`src/rtl/vid_pkg.sv`:
```
// Shared video definitions: capture FSM encoding and the 32-bit AXIS pixel packing.
package vid_pkg;

  typedef enum logic [1:0] {
    WAIT_VSYNC  = 2'd0,
    WAIT_ACTIVE = 2'd1,
    CAPTURE     = 2'd2
  } vid_state_e;

  localparam int         PIX_W   = 32;
  localparam logic [7:0] PIX_PAD = 8'h00;

  function automatic logic [PIX_W-1:0] pack_pix(input logic [7:0] r, input logic [7:0] g,
                                                input logic [7:0] b);
    return {PIX_PAD, r, g, b};
  endfunction

endpackage

```
`src/rtl/vga_capture_fifo.sv`:
```
// Generic synchronous first-word fall-through FIFO; head entry is always on rd_data_o.
module vga_capture_fifo #(
  parameter int WIDTH = 34,
  parameter int DEPTH = 16
) (
  input  logic             clk_i,
  input  logic             rst_i,
  input  logic             wr_en_i,
  input  logic [WIDTH-1:0] wr_data_i,
  input  logic             rd_en_i,
  output logic [WIDTH-1:0] rd_data_o,
  output logic             full_o,
  output logic             empty_o
);

  localparam int AW = $clog2(DEPTH);

  logic [WIDTH-1:0] mem_q [DEPTH];
  logic [AW:0]      wr_ptr_q, rd_ptr_q;
  logic             do_wr, do_rd;

  // Extra pointer bit distinguishes full from empty when the indices match.
  assign empty_o   = (wr_ptr_q == rd_ptr_q);
  assign full_o    = (wr_ptr_q[AW] != rd_ptr_q[AW]) && (wr_ptr_q[AW-1:0] == rd_ptr_q[AW-1:0]);
  assign do_rd     = rd_en_i & ~empty_o;
  assign do_wr     = wr_en_i & (~full_o | do_rd);
  assign rd_data_o = mem_q[rd_ptr_q[AW-1:0]];

  always_ff @(posedge clk_i) begin
    if (rst_i) begin
      wr_ptr_q <= '0;
      rd_ptr_q <= '0;
    end else begin
      if (do_wr) wr_ptr_q <= wr_ptr_q + 1'b1;
      if (do_rd) rd_ptr_q <= rd_ptr_q + 1'b1;
    end
  end

  always_ff @(posedge clk_i) begin
    if (do_wr) mem_q[wr_ptr_q[AW-1:0]] <= wr_data_i;
  end

endmodule

```
`src/rtl/vga_capture_axis.sv`:
```
// Parallel RGB888 video capture re-emitted as an AXI4-Stream master (tuser = SOF, tlast = EOL).
module vga_capture_axis
  import vid_pkg::*;
#(
  parameter int image_width = 604,
  parameter int image_heigh = 413,
  parameter int FIFO_DEPTH  = 16,
  parameter bit VSYNC_POL   = 1'b0,
  parameter bit HSYNC_POL   = 1'b0
) (
  input  logic        clk_i,
  input  logic        rst_i,
  input  logic [7:0]  vid_r_i,
  input  logic [7:0]  vid_g_i,
  input  logic [7:0]  vid_b_i,
  input  logic        vsync_i,
  input  logic        hsync_i,
  input  logic        vid_blank_i,
  input  logic        m_axis_tready,
  output logic        m_axis_tvalid,
  output logic [31:0] m_axis_tdata,
  output logic        m_axis_tlast,
  output logic        m_axis_tuser,
  output logic        overflow_o,
  output logic        frame_err_o
);

  localparam int XW = (image_width > 1) ? $clog2(image_width) : 1;
  localparam int YW = (image_heigh > 1) ? $clog2(image_heigh) : 1;
  localparam int FW = PIX_W + 2;
  localparam logic [XW-1:0] X_LAST = XW'(image_width - 1);
  localparam logic [YW-1:0] Y_LAST = YW'(image_heigh - 1);

  logic [7:0] r_q, g_q, b_q;
  logic       vs_q, vs_p_q, hs_q, bl_q, bl_p_q;

  vid_state_e    st_q;
  logic [XW-1:0] x_q;
  logic [YW-1:0] y_q;
  logic          sof_q, ovf_q, ferr_q;

  logic          vs_act, vs_act_p, vs_on, vs_off, bl_fall, bl_rise;
  logic          pix_ok, fifo_rd, fifo_full, fifo_empty, wr_en, drop;
  logic [FW-1:0] wr_word, rd_word;
  logic          unused_hs;

  // Sync/blank registers reset to their inactive levels so reset itself creates no edges.
  always_ff @(posedge clk_i) begin
    if (rst_i) begin
      r_q    <= '0;
      g_q    <= '0;
      b_q    <= '0;
      vs_q   <= ~VSYNC_POL;
      vs_p_q <= ~VSYNC_POL;
      hs_q   <= ~HSYNC_POL;
      bl_q   <= 1'b1;
      bl_p_q <= 1'b1;
    end else begin
      r_q    <= vid_r_i;
      g_q    <= vid_g_i;
      b_q    <= vid_b_i;
      vs_q   <= vsync_i;
      vs_p_q <= vs_q;
      hs_q   <= hsync_i;
      bl_q   <= vid_blank_i;
      bl_p_q <= bl_q;
    end
  end

  // Line framing comes from blank alone; hsync is kept registered for debug visibility.
  assign unused_hs = (hs_q == HSYNC_POL);

  assign vs_act   = (vs_q == VSYNC_POL);
  assign vs_act_p = (vs_p_q == VSYNC_POL);
  assign vs_on    = vs_act & ~vs_act_p;
  assign vs_off   = ~vs_act & vs_act_p;
  assign bl_fall  = ~bl_q & bl_p_q;
  assign bl_rise  = bl_q & ~bl_p_q;

  // The first active pixel is taken in the same cycle the blank falling edge is seen.
  assign pix_ok  = ~bl_q & ~vs_on &
                   ((st_q == CAPTURE) | ((st_q == WAIT_ACTIVE) & bl_fall));
  assign fifo_rd = m_axis_tvalid & m_axis_tready;
  assign wr_en   = pix_ok & (~fifo_full | fifo_rd);
  assign drop    = pix_ok & fifo_full & ~fifo_rd;
  assign wr_word = {sof_q, (x_q == X_LAST), pack_pix(r_q, g_q, b_q)};

  always_ff @(posedge clk_i) begin
    if (rst_i) begin
      st_q   <= WAIT_VSYNC;
      x_q    <= '0;
      y_q    <= '0;
      sof_q  <= 1'b0;
      ovf_q  <= 1'b0;
      ferr_q <= 1'b0;
    end else if (vs_on) begin
      if ((x_q != '0) || (y_q != '0)) ferr_q <= 1'b1;
      st_q  <= WAIT_ACTIVE;
      x_q   <= '0;
      y_q   <= '0;
      sof_q <= 1'b1;
    end else if (drop) begin
      ovf_q <= 1'b1;
      st_q  <= WAIT_VSYNC;
      x_q   <= '0;
      y_q   <= '0;
    end else begin
      case (st_q)
        WAIT_VSYNC: begin
          if (vs_off) begin
            st_q  <= WAIT_ACTIVE;
            x_q   <= '0;
            y_q   <= '0;
            sof_q <= 1'b1;
          end
        end
        WAIT_ACTIVE, CAPTURE: begin
          if (wr_en) begin
            sof_q <= 1'b0;
            if (x_q == X_LAST) begin
              // Leaving CAPTURE here is what drops any surplus active pixels on the line.
              x_q <= '0;
              if (y_q == Y_LAST) begin
                y_q  <= '0;
                st_q <= WAIT_VSYNC;
              end else begin
                y_q  <= y_q + 1'b1;
                st_q <= WAIT_ACTIVE;
              end
            end else begin
              x_q  <= x_q + 1'b1;
              st_q <= CAPTURE;
            end
          end else if ((st_q == CAPTURE) && bl_rise) begin
            if (x_q != '0) begin
              ferr_q <= 1'b1;
              st_q   <= WAIT_VSYNC;
              x_q    <= '0;
              y_q    <= '0;
            end else begin
              st_q <= WAIT_ACTIVE;
            end
          end
        end
        default: st_q <= WAIT_VSYNC;
      endcase
    end
  end

  vga_capture_fifo #(
    .WIDTH (FW),
    .DEPTH (FIFO_DEPTH)
  ) u_fifo (
    .clk_i     (clk_i),
    .rst_i     (rst_i),
    .wr_en_i   (wr_en),
    .wr_data_i (wr_word),
    .rd_en_i   (fifo_rd),
    .rd_data_o (rd_word),
    .full_o    (fifo_full),
    .empty_o   (fifo_empty)
  );

  assign m_axis_tvalid = ~fifo_empty;
  assign {m_axis_tuser, m_axis_tlast, m_axis_tdata} = m_axis_tvalid ? rd_word : '0;
  assign overflow_o    = ovf_q;
  assign frame_err_o   = ferr_q;

endmodule

```
`config.mk`:
```
export PLATFORM = sky130hd
export DESIGN_NAME = vga_capture_axis
export DESIGN_NICKNAME = d
export VERILOG_FILES = /design/src/rtl/vid_pkg.sv /design/src/rtl/vga_capture_fifo.sv /design/src/rtl/vga_capture_axis.sv
export SDC_FILE = /design/constraint.sdc
export NUM_CORES = 1
export LEC_CHECK = 0
export ABC_CLOCK_PERIOD_IN_PS = 4600
export BUFFER_PORTS_ARGS = -buffer_cell sky130_fd_sc_hd__buf_4
export CAP_MARGIN = 40
export CORE_MARGIN = 4
export CORE_UTILIZATION = 40
export CTS_CLUSTER_DIAMETER = 60
export CTS_CLUSTER_SIZE = 28
export DETAILED_ROUTE_END_ITERATION = 7
export SYNTH_ARGS = -nofsm -noshare
export SYNTH_HDL_FRONTEND = slang
export SYNTH_SLANG_ARGS = --single-unit
```
`constraint.sdc`:
```
create_clock -name clk_i -period 4.6 [get_ports clk_i]
set_input_delay 0.69 -clock clk_i [delete_from_list [all_inputs] [get_ports clk_i]]
set_output_delay 0.69 -clock clk_i [all_outputs]
set_load 0.02 [all_outputs]
```
==> key figures <==
Clocking
  • Post-CTS Resized: 0
  • Clock slew at reported path FFs: roughly 0.09 ns
  • CTS H-Tree Depth: 1
  • Clock Path Buffers: 3
  • Cts hold-fix bufs: 0
  • Post-CTS Setup Inserts: 0
  • Num CTS Buffers: 30
  • Num Clock Sinks: roughly 480
  • Worst-Skew Late Latency: roughly 0.62 ns
  • CTS tree: yes
  • CTS root buf: clkbuf_16

Setup path
  • Crit end category: primary output
  • Maximum fanout along the worst path: 25
  • Element type at the critical path start: flip-flop
  • Critical R2R Launch: vs_q
  • Worst EP required: a little under 4 ns
  • Worst EP arrival: between 2 and 3 ns
  • Max stage delay on crit path: 0.58 ns
  • Crit path cell chain: buf_4, mux4_2, mux4_2, and2_1, buf_4
  • Critical path type: reg -> out
  • CP max stage cell: mux4_2

Synthesis
  • Synth Flop Type: edfxtp_1
  • Area leader, netlist: edfxtp_1
  • Synth warnings: 0
  • Post-Synthesis Cell Area: around 19000 um2
  • Sequential area share after synthesis: 73.5%
  • Asr flop ratio synth: 0%
  • Most area-consuming cells after synthesis: edfxtp_1 66%, mux4_2 16%, dfxtp_1 7.0%, and2_1 1.0%, ha_1 1.0%
  • Area share of the largest cell type after synthesis: roughly two thirds
  • Post-Syn Area per Cell: 19.9 um2
  • Number of synthesized flops with an enable pin: approximately 420
  • Synth unique cells: between 50 and 60
  • Synthesized netlist cell count: about 940
  • Register bit count reported by yosys: 482

Timing
  • Setup Total Neg Slack: 0 ns
  • Slew HR: between 30% and 40%
  • Period utilization: between 70% and 80%
  • Tmin final: approximately 3.7 ns
  • Final Hold Viols: 0
  • RSZ-0062 raised after global routing: false
  • Slack of the critical path: ~0.94 ns
  • Skew final: about 0.056 ns
  • Actual slew at the worst max-slew pin: just under 1 ns
  • Max-slew violation count: 0
  • Final setup fails: 0
  • FMAX: between 200 and 300 MHz
  • Worst Hold Slack: about 0.28 ns

Global routing
  • Global route overflow: 0
  • Met2 Track Usage GR: around 25%
  • Largest net degree at the start of global routing: 70
  • Gr busiest metal: met2
  • Initial antenna violation count: 0
  • All-layer global routing usage: between 15 and 20%
  • Met1 GRT Util: between 20 and 25%
  • First-pass GRT wire length: ~58000 um
  • Vias in the first global route: a little over 9000
  • Met3 usage: under 10%

Route
  • DRC Markers: 0
  • Vias: around 8800
  • Initial detailed-routing violation count: 700
  • Pre-Repair DR Iteration Count: 4
  • Post-DR wirelength/cell: around 23 um
  • Routed Antenna Nets: 0
  • Vias per cell: 5.37
  • Post-Route WL: ~38000 um

Floorplanning
  • Core outline area: 46500 um2
  • Die area: 50500 um2
  • Die Wd: between 200 and 250 um
  • Die height: around 220 um
  • Starting Density: around two fifths
  • # IOs: 67
  • # rows: a little under 80

Power
  • Pleak: approximately 6.8 nW
  • Pwr/cell area: between 300 and 400 nW/um2
  • VDD IR-drop max: 0.269 mV
  • Pwr Total: 8.41 mW

Placed design
  • Port bufs: 57
  • RePlAce Congestion: approximately 0.75
  • Post-Place Worst Slack: roughly 1.2 ns
  • Cell Area, Placed: 20100 um2
  • Dpl hpwl: about 20000 um

Layout
  • Commonest non-fill, non-tap cells in the layout: 416 x edfxtp_1, 130 x mux4_2, 81 x buf_4, 62 x dfxtp_1, 31 x and2_1
  • Commonest non-fill, non-tap cell in the layout: edfxtp_1
  • Fin area: around 21000 um2
  • Layout net count: 1060
  • Area Growth Syn to Fin: 12.8%
  • Diodes inserted: 0
  • Layout cells sized above 1: between 20% and 30%

Run
  • MaxCap Viol Count: 0

Worst hold path
  • Hold/Removal Path Class: in -> reg
  • Worst Hold Launch: vid_r_i[2]

Outcome
  • Status: completed
[synth_stat cells (7+ instances only)]
master    instances
edfxtp_1        416
mux4_2          130
dfxtp_1          66
nor2_1           41
and2_1           31
nor2b_1          26
clkbuf_1         22
nand2_1          19
xor2_1           16
ha_1             15
inv_1            15
a21oi_1          12
nand3_1          11
buf_4            10
buf_2             9
o211ai_1          9
and3_1            8
buf_6             7
nor3_1            7
[per-layer routing]
metal	wire length [um]	vias up
met5	0	-
met4	572	0
met3	1680	39
met2	19100	178
met1	17200	4712
li1	-	3910
[final timing paths]
| path | cells past startpoint | end | slack (ns) |
|---|---|---|---|
| max reg2reg | 7 | u_fifo.mem_q[4][22] | 1.24 |
| min reg2reg | 2 | overflow_o | 0.46 |
| min | 2 | r_q[2] | 0.28 |
| max | 5 | m_axis_tdata[11] | 0.94 |
[power by group]
group	leakage (nW)	switching (mW)	internal (mW)
combinational	1.83	0.251	0.234
sequential	4.40	0.0669	4.77
clock	0.536	1.56	1.52
[critical path, delay by kind of cell, from the launching register on]
family                 cells  cell delay, ns
AND/OR/NAND/NOR            1            0.18
multiplexers               2            1.10
buffers and inverters      2            0.64
flip-flops                 1            0.47
[metrics by stage]
stage | utilization (%) | instances
after floorplan | - | 950
after global placement | 43.2 | 1589
after detailed placement | 43.2 | 1590
after CTS | 45.6 | 1646
after global routing | 45.6 | 1646
final | 45.6 | 1646
[flip-flops by register name (all words and copies together) (netlist names), named ones only]
signal / flops
u_fifo.mem_q: 416
x_q: 10
y_q: 9
b_q: 8
g_q: 8
r_q: 8
u_fifo.rd_ptr_q: 5
u_fifo.wr_ptr_q: 5
st_q: 2
bl_p_q: 1
bl_q: 1
frame_err_o: 1
overflow_o: 1
sof_q: 1
vs_p_q: 1
vs_q: 1
[logic make-up after synthesis]
family / Yosys count / share of synthesized area (%)
xor+xnor: 21 / 0.979
other cells: 1 / 0.0200
simple gates: 179 / 5.29
fa+ha+maj: 15 / 0.999
buf+inv: 67 / 1.88
mux: 131 / 15.6
flops: 482 / 73.5
compound gates: 47 / 1.70
[layout make-up]
| type | count | area, um2 |
|---|---|---|
| Clock buffer | 33 | 762 |
| Fill cell | 3954 | 25300 |
| Multi-Input combinational cell | 401 | 4760 |
| Clock inverter | 23 | 348 |
| Sequential cell | 482 | 13800 |
| Inverter | 15 | 56.3 |
| Tap cell | 607 | 759 |
| Timing Repair Buffer | 85 | 688 |
No activity file was read; power rests on OpenSTA's default activity.
